## config.mk

```make
export PLATFORM = sky130hd
export DESIGN_NAME = mtr_ramp_ctrl
export DESIGN_NICKNAME = d
export VERILOG_FILES = /design/src/rtl/mtr_pkg.sv /design/src/rtl/spd_slew.sv /design/src/rtl/mtr_ramp_ctrl.sv
export SDC_FILE = /design/constraint.sdc
export NUM_CORES = 1
export LEC_CHECK = 0
export BUFFER_PORTS_ARGS = -buffer_cell sky130_fd_sc_hd__buf_2
export CAP_MARGIN = 10
export CORE_MARGIN = 2
export CORE_UTILIZATION = 58
export DETAILED_ROUTE_END_ITERATION = 10
export PLACE_DENSITY_LB_ADDON = 0.2
export SYNTH_ARGS = -nofsm -noshare
export SYNTH_HDL_FRONTEND = slang
export SYNTH_SLANG_ARGS = --single-unit
```

## constraint.sdc

```tcl
create_clock -name clk -period 9.9 [get_ports clk]
set_input_delay 1.485 -clock clk [delete_from_list [all_inputs] [get_ports clk]]
set_output_delay 1.485 -clock clk [all_outputs]
set_load 0.005 [all_outputs]
```

## src/rtl/mtr_pkg.sv

```systemverilog
// Shared types and default constants for the motor speed ramp controller.
package mtr_pkg;

   localparam int unsigned SPD_W  = 11;
   localparam int unsigned STEP_W = 10;

   localparam int unsigned DEF_TICK_DIV   = 1024;
   localparam int unsigned DEF_STEP       = 8;
   localparam int unsigned DEF_BRAKE_STEP = 64;

   typedef logic signed [SPD_W-1:0] spd_t;

   typedef enum logic [1:0] {
      ST_IDLE  = 2'd0,
      ST_RAMP  = 2'd1,
      ST_BRAKE = 2'd2
   } state_e;

endpackage : mtr_pkg

```

## src/rtl/spd_slew.sv

```systemverilog
// One-tick slew: moves the current speed toward the target by at most step_i,
// never overshooting. Arithmetic is one bit wider so the full range cannot wrap.
module spd_slew
   import mtr_pkg::*;
(
   input  logic signed [SPD_W-1:0] cur_i,
   input  logic signed [SPD_W-1:0] tgt_i,
   input  logic [STEP_W-1:0]       step_i,
   output logic signed [SPD_W-1:0] nxt_o
);

   localparam int unsigned DW = SPD_W + 1;

   logic signed [DW-1:0] cur_x;
   logic signed [DW-1:0] diff_c;
   logic signed [DW-1:0] amt_c;
   logic signed [DW-1:0] nxt_x;
   logic [DW-1:0]        mag_c;
   logic [DW-1:0]        step_x;

   always_comb begin
      cur_x  = DW'(cur_i);
      diff_c = DW'(tgt_i) - cur_x;
      mag_c  = diff_c[DW-1] ? $unsigned(-diff_c) : $unsigned(diff_c);
      step_x = DW'(step_i);
      // Clamp the move to the remaining distance so the target is never passed.
      amt_c  = (mag_c < step_x) ? $signed(mag_c) : $signed(step_x);
      nxt_x  = diff_c[DW-1] ? (cur_x - amt_c) : (cur_x + amt_c);
      nxt_o  = SPD_W'(nxt_x);
   end

endmodule : spd_slew

```

## src/rtl/mtr_ramp_ctrl.sv

```systemverilog
// Dual-side motor speed ramp controller: slews both outputs toward the
// commanded targets once per tick, with a faster emergency brake to zero.
module mtr_ramp_ctrl
   import mtr_pkg::*;
#(
   parameter int unsigned TICK_DIV   = DEF_TICK_DIV,
   parameter int unsigned STEP       = DEF_STEP,
   parameter int unsigned BRAKE_STEP = DEF_BRAKE_STEP
) (
   input  logic               clk,
   input  logic               rst_n,
   input  logic               cmd_vld,
   output logic               cmd_rdy,
   input  logic signed [10:0] tgt_lft,
   input  logic signed [10:0] tgt_rght,
   input  logic               estop,
   output logic signed [10:0] lft_spd,
   output logic signed [10:0] rght_spd,
   output logic               at_tgt,
   output logic               busy
);

   localparam int unsigned CNT_W = (TICK_DIV > 1) ? $clog2(TICK_DIV) : 1;

   state_e           state_q, state_d;
   logic [CNT_W-1:0] cnt_q, cnt_d;
   spd_t             tgt_l_q, tgt_l_d;
   spd_t             tgt_r_q, tgt_r_d;
   spd_t             lft_q, lft_d;
   spd_t             rght_q, rght_d;

   logic              tick_c;
   logic              accept_c;
   logic [STEP_W-1:0] step_c;
   spd_t              nxt_l_c;
   spd_t              nxt_r_c;

   assign tick_c   = (cnt_q == CNT_W'(TICK_DIV - 1));
   assign cmd_rdy  = !estop && (state_q != ST_BRAKE);
   assign accept_c = cmd_vld && cmd_rdy;
   assign step_c   = (state_q == ST_BRAKE) ? STEP_W'(BRAKE_STEP) : STEP_W'(STEP);
   assign cnt_d    = tick_c ? '0 : (cnt_q + CNT_W'(1));

   assign lft_spd  = lft_q;
   assign rght_spd = rght_q;
   assign at_tgt   = (lft_q == tgt_l_q) && (rght_q == tgt_r_q);
   assign busy     = (state_q != ST_IDLE);

   spd_slew u_slew_lft (
      .cur_i  (lft_q),
      .tgt_i  (tgt_l_q),
      .step_i (step_c),
      .nxt_o  (nxt_l_c)
   );

   spd_slew u_slew_rght (
      .cur_i  (rght_q),
      .tgt_i  (tgt_r_q),
      .step_i (step_c),
      .nxt_o  (nxt_r_c)
   );

   always_ff @(posedge clk or negedge rst_n) begin
      if (!rst_n) begin
         state_q <= ST_IDLE;
         cnt_q   <= '0;
         tgt_l_q <= '0;
         tgt_r_q <= '0;
         lft_q   <= '0;
         rght_q  <= '0;
      end else begin
         state_q <= state_d;
         cnt_q   <= cnt_d;
         tgt_l_q <= tgt_l_d;
         tgt_r_q <= tgt_r_d;
         lft_q   <= lft_d;
         rght_q  <= rght_d;
      end
   end

   // Outputs move only on ticks and always use the targets held before this edge.
   always_comb begin
      state_d = state_q;
      tgt_l_d = tgt_l_q;
      tgt_r_d = tgt_r_q;
      lft_d   = tick_c ? nxt_l_c : lft_q;
      rght_d  = tick_c ? nxt_r_c : rght_q;

      case (state_q)
         ST_IDLE, ST_RAMP: begin
            if (estop) begin
               state_d = ST_BRAKE;
               tgt_l_d = '0;
               tgt_r_d = '0;
            end else begin
               if (accept_c) begin
                  tgt_l_d = tgt_lft;
                  tgt_r_d = tgt_rght;
               end
               state_d = ((lft_d == tgt_l_d) && (rght_d == tgt_r_d)) ? ST_IDLE : ST_RAMP;
            end
         end
         ST_BRAKE: begin
            tgt_l_d = '0;
            tgt_r_d = '0;
            if (!estop && (lft_q == '0) && (rght_q == '0)) begin
               state_d = ST_IDLE;
            end
         end
         default: begin
            state_d = ST_IDLE;
         end
      endcase
   end

endmodule : mtr_ramp_ctrl
```

==> metrics.md <==
| Metric | Value |
|---|---|
| Final Hold Fails | `0` |
| Netlist cell types | `83` |
| Max frequency | `0.121 GHz` |
| Flop pwr share | `0.169` |
| Unrepaired setup endpoints after global routing | `no` |
| Family with the most delay on the worst path | `compound AO/OA/AOI/OAI gates` |
| Layout cell share with drive strength beyond 1 | `0.113` |
| H-Tree Depth | `2` |
| Final period utilization | `0.837` |
| Yosys Warn Count | `0` |
| WP buf/inv | `4` |
| Slew Limit Fails | `0` |
| Final ANT Viol Nets | `0` |
| Worst IR Drop VDD | `117 uV` |
| Layout overhead on the synthesized area | `7.03%` |
| WL/cell | `18.6 microns` |
| Synth Cell Area | `6190 sq um` |
| Comb pwr share | `0.745` |
| Most frequent cells in the layout | `nand2_1, dfrtp_1, inv_1, buf_2, ha_1` |
| Area leader, netlist | `dfrtp_1` |
| Internal reg-to-reg setup slack | `1610 ps` |
| Synth Register Bits | `56` |
| CP arrival | `8470 ps` |
| Design Area, Final | `6630 sq um` |
| EDFF count, synth | `0` |
| Kind of critical path | `reg2reg` |
| Post-Synthesis Cells | `755` |
| PD cells | `231 nW/um^2` |
| TNS Setup | `0 ps` |
| First-pass GRT wire length | `28200 microns` |
| Worst slew margin | `0.374` |
| CTS max path bufs | `2` |
| Number of top-level pins | `51` |
| Post-Place Cell Area | `6540 sq um` |
| Detailed Routing Iterations Pass 1 | `5` |
| Vias per cell | `6.50` |
| Core ar. | `10300 sq um` |
| Slew @ Worst Pin | `939 ps` |
| Switching pwr | `0.781 mW` |
| Initial Util | `0.600` |
| Cell row count | `37` |
| Initial DRC Count | `522` |
| Die Ht | `107 microns` |
| Number of CTS-inserted buffers | `5` |
| Final net count | `866` |
| CTS-repair resized insts | `0` |
| Commonest non-fill, non-tap cell in the layout | `nand2_1` |
| Max-cap violations | `0` |
| WL final | `17200 microns` |
| Minimum clock period after layout | `8290 ps` |
| Worst Setup SP | `rght_spd[1]$_DFF_PN0_` |
| CTS tree | `done` |
| DIE AREA | `11500 sq um` |
| Critical path data required time | `10080 ps` |
| Post-Syn Nets | `834` |
| Final Power | `1.53 mW` |
| HP Class | `reg2reg` |
| # DRC | `0` |
| Root Buffer | `clkbuf_8` |
| Crit. End Element | `flop` |
| Worst clock skew | `10.8 ps` |
| Worst-path fanout max | `13` |
| # hold bufs at CTS | `0` |
| Clk sink count | `56` |
| Vias in the first global route | `5744` |
| Port bufs | `50` |
| Leak Pwr | `2.93 nW` |
| Post-synthesis async set-or-reset flop share | `1.00` |
| Synth top area share | `0.226` |
| Mean cell area of the mapped netlist | `8.20 sq um` |
| Clock latency on the worst-skew pair | `310 ps` |
| Clock transition at path regs | `100 ps` |
| DP HPWL | `13500 microns` |
| Min-delay src | `cnt_q[4]$_DFF_PN0_` |
| Highest-delay cell along the critical path | `a21oi_1` |
| Via count | `6007` |
| Top post-synthesis cells by area | `dfrtp_1, ha_1, mux2i_1` |
| Overflow left after global routing | `0` |
| Setup Fix Bufs, Post-CTS | `0` |
| Seq/Total Area, Yosys | `0.226` |
| R2R Path Start | `rght_spd[1]$_DFF_PN0_` |
| Status | `completed` |
| Setup-failing EPs final | `0` |
| Worst Setup Start Kind | `flop` |
| Crit-path max cell delay | `740 ps` |
| Routability cong. | `0.987` |
| Largest net degree at the start of global routing | `57` |
| GRT Util Overall | `0.306` |
| Antenna cells | `0` |
| Sw frac | `0.511` |
| Int Pwr | `0.747 mW` |
| Prevailing post-synth register cell | `dfrtp_1` |
| Die X | `107 microns` |
| Initial antenna violation count | `0` |
| Clock power share | `0.086` |
[final timing paths]
path	depth (start not counted)	endpoint
min reg2reg	1	cnt_q[4]$_DFF_PN0_
min in group asynchronous	2	tgt_l_q[10]$_DFFE_PN0P_
max reg2reg	33	state_q[0]$_DFFE_PN0P_
max	33	state_q[0]$_DFFE_PN0P_
min	1	cnt_q[4]$_DFF_PN0_
max in group asynchronous	2	tgt_l_q[0]$_DFFE_PN0P_
[power groups by stage]
| stage | clock (mW) | sequential (mW) | combinational (mW) |
|---|---|---|---|
| 6_report | 0.132 | 0.258 | 1.14 |
| 3_5_place_dp | 0 | 0.262 | 1.11 |
| 5_1_grt | 0.139 | 0.259 | 1.26 |
| 4_1_cts | 0.133 | 0.257 | 1.11 |
| 3_3_place_gp | 0 | 0.261 | 1.08 |
| 2_1_floorplan | 0 | 0.256 | 0.879 |
[routing by layer]
layer / part of all wire / global-route usage / up-vias
met5: 0 / 0 / -
met4: 0.024 / 0.0798 / 0
met3: 0.084 / 0.0575 / 36
met2: 0.45 / 0.486 / 262
met1: 0.44 / 0.427 / 2827
li1: - / - / 2882
[registers in the layout (all words and copies together) (netlist names)]
signal / count
lft_spd: 11
tgt_r_q: 11
cnt_q: 10
state_q: 2
tgt_l_q: 11
rght_spd: 11
[Yosys cell counts (4+ instances only)]
cell / n
a211oi_1: 5
a21boi_0: 6
a21o_1: 9
a21oi_1: 29
a22o_1: 21
a31oi_1: 6
and2_1: 11
and3_1: 11
clkbuf_1: 25
dfrtp_1: 56
fa_1: 4
ha_1: 49
inv_1: 50
mux2i_1: 31
nand2_1: 62
nand2b_1: 7
nand3_1: 21
nand4_1: 14
nor2_1: 48
nor2b_1: 12
nor3_1: 21
nor3b_1: 5
nor4_1: 13
o2111ai_1: 7
o211ai_1: 11
o21a_1: 17
o21ai_0: 46
o22ai_1: 4
o31ai_1: 15
or3_1: 7
or4_1: 8
xnor2_1: 33
xor2_1: 17
[final cells by class]
class | count | area (sq um)
Multi-Input combinational cell | 617 | 4470
Fill cell | 880 | 3700
Sequential cell | 56 | 1400
Timing Repair Buffer | 57 | 303
Inverter | 50 | 188
Tap cell | 136 | 170
Clock buffer | 8 | 90.1
[kinds of logic (layout without fill, tap and decap cells)]
kind of cell	Yosys count	after routing	share of synthesized area
compound gates	224	224	0.266
xor+xnor	52	52	0.0760
fa+ha+maj	53	53	0.112
buf+inv	82	115	0.0519
flops	56	56	0.226
mux	34	34	0.0562
simple gates	254	254	0.211
[metrics by stage]
step	std cells	setup slack (ps)	utilization	hold slack, ps
3_5_place_dp	916	1780	0.633	468
3_3_place_gp	916	2080	0.633	459
2_1_floorplan	755	2950	-	439
4_1_cts	924	1730	0.642	487
5_1_grt	924	920	0.642	502
6_report	924	1610	0.642	483
(Power assumes the default switching activity.)
